<file path="src/rtl/multi_debounce_pkg.sv">
// Shared types and width helpers for the multi-channel button conditioner.
package multi_debounce_pkg;

  typedef enum logic [1:0] {
    RELEASED = 2'd0,
    PRESSED  = 2'd1,
    HELD     = 2'd2
  } btn_state_e;

  // Counter width for a counter that runs 0..n-1, never narrower than 1 bit.
  function automatic int cnt_width(input int n);
    return (n <= 2) ? 1 : $clog2(n);
  endfunction

  // Hold counter must represent the larger of the long-press and repeat periods.
  function automatic int hold_width(input int long_ticks, input int repeat_ticks);
    int m;
    m = (long_ticks > repeat_ticks) ? long_ticks : repeat_ticks;
    return (m < 1) ? 1 : $clog2(m + 1);
  endfunction

endpackage

</file>
<file path="src/rtl/debounce_ch.sv">
// One button channel: 2-FF synchroniser, counter debounce and press/long/repeat FSM.
module debounce_ch
  import multi_debounce_pkg::*;
#(
  parameter bit ACTIVE_LOW   = 1'b1,
  parameter int DEB_CYCLES   = 65536,
  parameter int LONG_TICKS   = 800,
  parameter int REPEAT_TICKS = 100
) (
  input  logic clk,
  input  logic rst_n,
  input  logic pb_i,
  input  logic tick_i,
  output logic level_o,
  output logic press_o,
  output logic release_o,
  output logic long_o,
  output logic repeat_o
);

  localparam int DW = cnt_width(DEB_CYCLES);
  localparam int HW = hold_width(LONG_TICKS, REPEAT_TICKS);
  localparam logic [DW-1:0] DEB_LAST    = DW'(DEB_CYCLES - 1);
  localparam logic [HW-1:0] LONG_LAST   = HW'(LONG_TICKS - 1);
  localparam logic [HW-1:0] REPEAT_LAST = HW'(REPEAT_TICKS - 1);

  logic          sync0_q, sync0_d;
  logic          sync1_q, sync1_d;
  logic [DW-1:0] deb_cnt_q, deb_cnt_d;
  logic          level_q, level_d;
  btn_state_e    state_q, state_d;
  logic [HW-1:0] hold_q, hold_d;
  logic          press_q, press_d;
  logic          release_q, release_d;
  logic          long_q, long_d;
  logic          repeat_q, repeat_d;

  logic          pressed_now;
  logic          rise;
  logic          fall;

  // NOTE: every always_comb output gets a default first so no path can infer a latch.
  always_comb begin
    sync0_d     = pb_i;
    sync1_d     = sync0_q;
    // Normalise after synchronising so the sync flops carry the raw pin level.
    pressed_now = sync1_q ^ ACTIVE_LOW;

    deb_cnt_d = '0;
    level_d   = level_q;
    if (pressed_now != level_q) begin
      if (deb_cnt_q == DEB_LAST) begin
        level_d = pressed_now;
      end else begin
        deb_cnt_d = deb_cnt_q + 1'b1;
      end
    end

    rise      = level_d & ~level_q;
    fall      = ~level_d & level_q;
    press_d   = rise;
    release_d = fall;

    state_d  = state_q;
    hold_d   = hold_q;
    long_d   = 1'b0;
    repeat_d = 1'b0;
    // Release wins over a coincident long/repeat event, suppressing its pulse.
    if (fall) begin
      state_d = RELEASED;
      hold_d  = '0;
    end else begin
      case (state_q)
        RELEASED: begin
          hold_d = '0;
          if (rise) state_d = PRESSED;
        end
        PRESSED: begin
          if (tick_i) begin
            if (hold_q == LONG_LAST) begin
              long_d  = 1'b1;
              hold_d  = '0;
              state_d = HELD;
            end else begin
              hold_d = hold_q + 1'b1;
            end
          end
        end
        HELD: begin
          if ((REPEAT_TICKS > 0) && tick_i) begin
            if (hold_q == REPEAT_LAST) begin
              repeat_d = 1'b1;
              hold_d   = '0;
            end else begin
              hold_d = hold_q + 1'b1;
            end
          end
        end
        default: begin
          state_d = RELEASED;
          hold_d  = '0;
        end
      endcase
    end
  end

  // NOTE: sequential state uses non-blocking assignments so all flops update together.
  always_ff @(posedge clk or negedge rst_n) begin
    if (!rst_n) begin
      sync0_q   <= ACTIVE_LOW;
      sync1_q   <= ACTIVE_LOW;
      deb_cnt_q <= '0;
      level_q   <= 1'b0;
      state_q   <= RELEASED;
      hold_q    <= '0;
      press_q   <= 1'b0;
      release_q <= 1'b0;
      long_q    <= 1'b0;
      repeat_q  <= 1'b0;
    end else begin
      sync0_q   <= sync0_d;
      sync1_q   <= sync1_d;
      deb_cnt_q <= deb_cnt_d;
      level_q   <= level_d;
      state_q   <= state_d;
      hold_q    <= hold_d;
      press_q   <= press_d;
      release_q <= release_d;
      long_q    <= long_d;
      repeat_q  <= repeat_d;
    end
  end

  assign level_o   = level_q;
  assign press_o   = press_q;
  assign release_o = release_q;
  assign long_o    = long_q;
  assign repeat_o  = repeat_q;

endmodule

</file>
<file path="src/rtl/multi_debounce.sv">
// N-channel button conditioner: shared hold-tick prescaler plus one debounce_ch per pin.
module multi_debounce
  import multi_debounce_pkg::*;
#(
  parameter int N_CH         = 4,
  parameter bit ACTIVE_LOW   = 1'b1,
  parameter int DEB_CYCLES   = 65536,
  parameter int TICK_DIV     = 50000,
  parameter int LONG_TICKS   = 800,
  parameter int REPEAT_TICKS = 100
) (
  input  logic            clk,
  input  logic            rst_n,
  input  logic [N_CH-1:0] pb_i,
  output logic [N_CH-1:0] level_o,
  output logic [N_CH-1:0] press_o,
  output logic [N_CH-1:0] release_o,
  output logic [N_CH-1:0] long_o,
  output logic [N_CH-1:0] repeat_o
);

  localparam int TW = cnt_width(TICK_DIV);
  localparam logic [TW-1:0] TICK_LAST = TW'(TICK_DIV - 1);

  logic [TW-1:0] div_q, div_d;
  logic          tick;

  // Free-running and never restarted by a press; the one-tick jitter is accepted.
  always_comb begin
    tick  = (div_q == TICK_LAST);
    div_d = tick ? '0 : div_q + 1'b1;
  end

  always_ff @(posedge clk or negedge rst_n) begin
    if (!rst_n) begin
      div_q <= '0;
    end else begin
      div_q <= div_d;
    end
  end

  for (genvar g = 0; g < N_CH; g++) begin : g_ch
    debounce_ch #(
      .ACTIVE_LOW  (ACTIVE_LOW),
      .DEB_CYCLES  (DEB_CYCLES),
      .LONG_TICKS  (LONG_TICKS),
      .REPEAT_TICKS(REPEAT_TICKS)
    ) u_ch (
      .clk      (clk),
      .rst_n    (rst_n),
      .pb_i     (pb_i[g]),
      .tick_i   (tick),
      .level_o  (level_o[g]),
      .press_o  (press_o[g]),
      .release_o(release_o[g]),
      .long_o   (long_o[g]),
      .repeat_o (repeat_o[g])
    );
  end

endmodule
</file>
<file path="config.mk">
export PLATFORM = sky130hd
export DESIGN_NAME = multi_debounce
export DESIGN_NICKNAME = d
export VERILOG_FILES = /design/src/rtl/multi_debounce_pkg.sv /design/src/rtl/debounce_ch.sv /design/src/rtl/multi_debounce.sv
export SDC_FILE = /design/constraint.sdc
export NUM_CORES = 1
export LEC_CHECK = 0
export BUFFER_PORTS_ARGS = -buffer_cell sky130_fd_sc_hd__buf_2
export CELL_PAD_IN_SITES_DETAIL_PLACEMENT = 0
export CELL_PAD_IN_SITES_GLOBAL_PLACEMENT = 1
export CORE_UTILIZATION = 50
export CTS_BUF_LIST = sky130_fd_sc_hd__clkbuf_16
export DETAILED_ROUTE_END_ITERATION = 8
export PLACE_DENSITY_LB_ADDON = 0.1
export SLEW_MARGIN = 20
export SYNTH_ARGS = -nofsm -noshare
export SYNTH_HDL_FRONTEND = slang
export SYNTH_HIERARCHICAL = 1
export SYNTH_SLANG_ARGS = --single-unit
</file>
<file path="constraint.sdc">
create_clock -name clk -period 3.2 [get_ports clk]
set_clock_uncertainty 0.1 [all_clocks]
set_input_delay 0 -clock clk [delete_from_list [all_inputs] [get_ports clk]]
set_output_delay 0 -clock clk [all_outputs]
set_load 0.05 [all_outputs]
</file>
==> impl_metrics.ini, run 1 <==
[synthesis]
synth_ff_type = dfrtp_1
ys_warn_count = 6
synth.distinct_cells = 65
synth_edf_count = 0
avgSynthCellArea_um2 = 9.91
synth-seq-cells = 156
yosysSeqAreaShare_pct = 45.5
yosys.area.top_type = dfrtp_1
syn_nets = 911
synthTopCellsByArea = dfrtp_1, xor2_1, ha_1, nor2_1, nand2_1
ys_async_sr_fraction_pct = 100
netlist_area_um2 = 8600
syn_inst = 868
synth_top_area_share_pct = 43.1

[global_routing]
grt_max_degree = 73
grt_pass1_vias = 6290
grt_pass1_wl_mm = 29.6
grt_usage_pct = 20.3
antenna_found_initial = 0
grt-ovfl-total = 0

[place]
globalplace.congestion = 0.807
hpwl_mm = 11.5
portBuffers = 25

[layout]
diodes = 0
drive_above_1_share_pct = 11.1
synthToLayoutAreaGrowth_pct = 10.5
nets = 934
fin_util_pct = 56.9

[power]
cellPowerDensity_nw_per_um2 = 432
vdd.ir_drop.worst_mv = 0.446
leakagePower_nw = 4.20

[outcome]
outcome = finished clean

[critical_path]
endpoint = g_ch[0].u_ch/hold_q[3]
r2r_setup_slack_ns = 0.40
crit_type = reg2reg
rr_endpoint = g_ch[0].u_ch/hold_q[3]
cp.required_ns = 3.43
worstSetupEndpointType = flip-flop
cp_slowest_cell = a31oi_2
cp-startpoint = g_ch[0].u_ch/deb_cnt_q[6]
crit_path_start_kind = flip-flop
crit_path_cell_trace = and4_1 -> and3_4 -> nand3_1 -> mux2_1 -> ha_1 -> nand4b_1 -> a31oi_2 -> nor2_1 -> o211ai_1
rr_worst_depth = 9
r2r_start = g_ch[0].u_ch/deb_cnt_q[6]
crit_fanout = 10
crit_arrival_ns = 3.04
cp_slowest_stage_delay_ns = 0.42

[timing]
period_minus_slack_ns = 2.80
setup_viol = 0
hold_viol = 0
fmax_mhz = 357
slew_violations = 0
worst_pin_slew_ns = 1.04
period_share_pct = 87.6
max_slew_margin_pct = 30.6
grt_setup_unrepaired = no
tns_ns = 0

[route]
vias = 6415
dr.pass1.iters = 6
vias_per_cell = 5.71
wl_per_cell_um = 15.1
first_iter_violations = 295
drt.antenna.violating_nets = 0
drc = 0
routed_wl_mm = 16.9

[clock_tree]
path_clk_slew_ns = 0.06
cts_buffers = 17
clock_latency_ns = 0.42
cts_tree = done
cts_root_buffer = clkbuf_16
cts_max_path_buffers = 2
h-tree-depth = 4
numClockSinks = 156

[min_path]
hold_path_class = in2async

[die]
core_area_um2 = 16700
die_h_um = 133
die_area_um2 = 17700
die_x_um = 133
pin_count = 26
placement_rows = 47
start_util_pct = 51.5

[run]
drv_cap = 0
[cell usage in the layout, fill, tap and decap left out, types with 5 or more instances in the layout]
master	instances
dfrtp_1	148
nor2_1	92
nand2_1	76
xor2_1	58
inv_1	40
nand3_1	39
nand4_1	37
ha_1	37
buf_2	24
clkbuf_16	17
and2_1	17
o221ai_1	16
and4_1	14
nor3_1	14
o211ai_1	14
and3_1	13
nor4_1	13
nor2b_1	13
mux2i_1	12
nor3b_1	12
o21ai_0	11
buf_4	11
or3_1	10
o31a_1	9
xnor2_1	9
a21oi_1	9
nand2b_1	9
a31oi_1	9
dfstp_2	8
o21ai_1	7
clkinv_1	6
o22ai_1	6
nor4bb_1	5
nand4b_1	5
dlygate4sd3_1	5
[what timing repair did]
action | in CTS | in global routing
hold buffers | 5 | 0
gates resized for setup | 0 | 0
hold endpoints to repair | 74 | 0
setup buffers | 0 | 0
[registers in the layout (all words and copies together), names as in the netlist]
signal and cells:
g_ch.u_ch/long_o 4, g_ch.u_ch/press_o 4, div_q 16, g_ch.u_ch/repeat_o 4, g_ch.u_ch/level_o 4, g_ch.u_ch/hold_q 40, g_ch.u_ch/state_q 8, g_ch.u_ch/sync1_q 4
g_ch.u_ch/deb_cnt_q 64, g_ch.u_ch/release_o 4, g_ch.u_ch/sync0_q 4
[metrics by stage]
step           setup slack [ns]  hold slack (ns)  instances  cell area [µm²]  power, W
2_1_floorplan             0.631           -0.396        868             8600   0.00208
3_3_place_gp              0.453          -0.0400       1087             8870   0.00214
3_5_place_dp              0.376          -0.0319       1087             8870   0.00214
4_1_cts                   0.377           0.0901       1124             9500   0.00416
5_1_grt                   0.154            0.114       1124             9500   0.00425
6_report                  0.398           0.0766       1124             9500   0.00410
[cells in the mapped netlist, types with 11 or more instances]
library cell,count
and2_1,17
and3_1,13
and4_1,14
buf_2,15
dfrtp_1,148
ha_1,37
inv_1,40
mux2i_1,12
nand2_1,76
nand3_1,39
nand4_1,37
nor2_1,92
nor2b_1,13
nor3_1,14
nor3b_1,12
nor4_1,13
o211ai_1,14
o21ai_0,11
o221ai_1,16
xor2_1,58
[layout make-up]
cell class                 count  area [µm²]
clock buffer                  17         425
clock inverter                15         155
fill                        1450        7200
inverter                      40         150
multi-input combinational    634        4300
sequential                   156        3910
tap                          220         275
timing repair buffer          42         284
[power by group]
group	internal, W	switching (W)
clock network	0.00121	0.000788
registers	0.00199	0.0000129
logic	0.0000274	0.0000715
total	0.00323	0.000873
[layer usage]
layer	track usage [%]	routed length (µm)	vias to the layer above
met5	0	0	-
met4	6.12	174	0
met3	3.61	408	15
met2	34.2	8270	78
met1	26.9	8080	3177
li1	-	-	3145
[how the worst min path moves through the flow]
| stage | end | slack [ns] | startpoint |
|---|---|---|---|
| floorplan | div_q[0] | -0.40 | rst_n |
| detailed placement | g_ch[0].u_ch/hold_q[3] | -0.03 | rst_n |
| global route | g_ch[3].u_ch/sync0_q | 0.11 | pb_i[3] |
| global placement | g_ch[0].u_ch/hold_q[1] | -0.04 | rst_n |
| finish | g_ch[0].u_ch/hold_q[1] | 0.08 | rst_n |
| CTS | g_ch[0].u_ch/hold_q[3] | 0.09 | rst_n |
[kinds of logic after synthesis]
logic type | after synthesis | synth area share (%)
simple gates | 394 | 25.5
flops | 156 | 45.5
compound gates | 120 | 10.4
buf+inv | 78 | 4.51
xor+xnor | 67 | 6.82
fa+ha+maj | 37 | 5.38
mux | 16 | 1.92
[worst max-delay path, delay by kind of cell, from the launching register on]
| kind | cells | cell delay (ns) |
|---|---|---|
| AND/OR/NAND/NOR | 5 | 1.00 |
| AO/OA/AOI/OAI | 2 | 0.61 |
| flip-flops | 1 | 0.41 |
| multiplexers | 1 | 0.36 |
| adder cells (fa/ha/maj) | 1 | 0.24 |
Power figures use the tool's default switching activity.
==> run 2, diff against run 1 <==
--- a/config.mk
+++ b/config.mk
@@ -6,8 +6,10 @@
 export NUM_CORES = 1
 export LEC_CHECK = 0
 export BUFFER_PORTS_ARGS = -buffer_cell sky130_fd_sc_hd__buf_2
+export CAP_MARGIN = 10
 export CELL_PAD_IN_SITES_DETAIL_PLACEMENT = 0
 export CELL_PAD_IN_SITES_GLOBAL_PLACEMENT = 1
+export CORE_MARGIN = 3
 export CORE_UTILIZATION = 50
 export CTS_BUF_LIST = sky130_fd_sc_hd__clkbuf_16
 export DETAILED_ROUTE_END_ITERATION = 8
==> impl_metrics.ini, run 2 (synthesis gave the netlist of run 1 again) <==
[clock_tree]
cts_buffers = 17
cts_max_path_buffers = 2
cts_root_buffer = clkbuf_16
clock_latency_ns = 0.43
h-tree-depth = 4
path_clk_slew_ns = 0.06
cts_setup_buffers = 0
numClockSinks = 156
cts_tree = done

[global_routing]
grt_max_degree = 88
grt-ovfl-total = 0
grt_usage_pct = 19.7
grt_pass1_wl_mm = 30.1
antenna_found_initial = 0
grt_pass1_vias = 6461

[die]
core_area_um2 = 16700
placement_rows = 47
die_h_um = 137
die_area_um2 = 18800
die_x_um = 137
pin_count = 26
start_util_pct = 51.5

[route]
drt.antenna.violating_nets = 0
routed_wl_mm = 17.1
dr.pass1.iters = 5
wl_per_cell_um = 15.1
drc = 0
first_iter_violations = 261
vias = 6439
vias_per_cell = 5.69

[layout]
postLayoutCellArea_um2 = 9500
final_common_cell = dfrtp_1
largest_reg_flops = 64
mostFrequentLayoutCells = dfrtp_1, nor2_1, nand2_1, xor2_1, inv_1
fill_cells = 1493
synthToLayoutAreaGrowth_pct = 10.4
diodes = 0
regMostFlops = g_ch.u_ch/deb_cnt_q
reg_top3 = g_ch.u_ch/deb_cnt_q x64, g_ch.u_ch/hold_q x40, div_q x16
drive_above_1_share_pct = 12.0
nets = 941

[place]
hpwl_mm = 11.8
placed_cell_area_um2 = 8910
pre_cts_ws_ns = 0.377
portBuffers = 25
globalplace.congestion = 0.798

[critical_path]
crit_arrival_ns = 3.06
crit_path_start_kind = flip-flop
r2r_start = g_ch[0].u_ch/deb_cnt_q[0]
r2r_setup_slack_ns = 0.38
crit_fanout = 9
rr_endpoint = g_ch[0].u_ch/hold_q[3]
cp.required_ns = 3.44
worstSetupEndpointType = flip-flop
rr_worst_depth = 9
crit_type = reg2reg

[timing]
timing.final.ws_setup_ns = 0.382
period_share_pct = 88.0
setup_viol = 0
period_minus_slack_ns = 2.82
hold_viol = 0
grt_setup_unrepaired = no
fmax_mhz = 355
worst_pin_slew_ns = 0.969
max_slew_margin_pct = 35.1
slew_violations = 0
tns_ns = 0

[outcome]
outcome = finished clean

[run]
drv_cap = 0

[power]
cellPowerDensity_nw_per_um2 = 415
leakagePower_nw = 4.22
p_total_w = 0.00394
vdd.ir_drop.worst_mv = 0.350

[min_path]
hold_path_class = in2async
[run 2: cell count changes in the layout (fill, tap and decap cells not counted), sizes merged]
cell,delta
clkinvlp,+1
bufinv,-2
inv,+2
clkinv,-1
buf,+7
[run 2: worst max path at each step]
stage / start / endpoint / slack [ns]
3_5_place_dp: g_ch[0].u_ch/deb_cnt_q[0] / g_ch[0].u_ch/hold_q[3] / 0.38
2_1_floorplan: g_ch[0].u_ch/deb_cnt_q[3] / g_ch[0].u_ch/hold_q[3] / 0.63
5_1_grt: g_ch[0].u_ch/deb_cnt_q[6] / g_ch[0].u_ch/hold_q[3] / 0.12
3_3_place_gp: g_ch[0].u_ch/deb_cnt_q[0] / g_ch[0].u_ch/hold_q[3] / 0.44
6_report: g_ch[0].u_ch/deb_cnt_q[0] / g_ch[0].u_ch/hold_q[3] / 0.38
4_1_cts: g_ch[0].u_ch/deb_cnt_q[0] / g_ch[0].u_ch/hold_q[3] / 0.37
[run 2: where the power goes]
part	internal [W]	switching [W]
sequential	0.00199	0.0000129
combinational	0.0000275	0.0000719
clock	0.00105	0.000781
total	0.00307	0.000865
[run 2: layout make-up]
cell class	count	area, µm²	area share (%)
multi-input cells	634	4300	45.3
repair buffers	49	324	3.41
clock buffers	17	425	4.48
flip-flops and latches	156	3910	41.2
clock inverters	15	110	1.16
well taps	220	275	2.90
inverters	40	150	1.58
[run 2: per-stage QoR]
stage          cells  hold WS (ns)  utilization [%]
6_report        1131        0.0993             56.9
5_1_grt         1131         0.122             56.9
4_1_cts         1131         0.104             56.9
3_5_place_dp    1094       0.00643             53.4
3_3_place_gp    1094       0.00435             53.4
2_1_floorplan    868        -0.396                -
[run 2: per-layer routing]
layer	GRT usage [%]	wire length, µm	vias up
met3	3.82	480	20
met2	30.6	8140	94
li1	-	-	3152
met1	27.1	8190	3173
met5	0	0	-
met4	7.98	248	0
[run 2: repair_timing]
action / CTS / global route
hold buffers: 5 / 0
resized for setup: 0 / 0
endpoints found under the hold margin: 87 / 0
endpoints found under the setup margin: 0 / 0
[run 2: critical path, stage by stage, from the launching register on]
cell	delay, ns
dfrtp_1	0.37
ha_1	0.32
and3_4	0.26
nand3_1	0.12
mux2_1	0.36
ha_1	0.25
nand4b_1	0.20
a31oi_2	0.43
nor2_1	0.13
o211ai_1	0.19
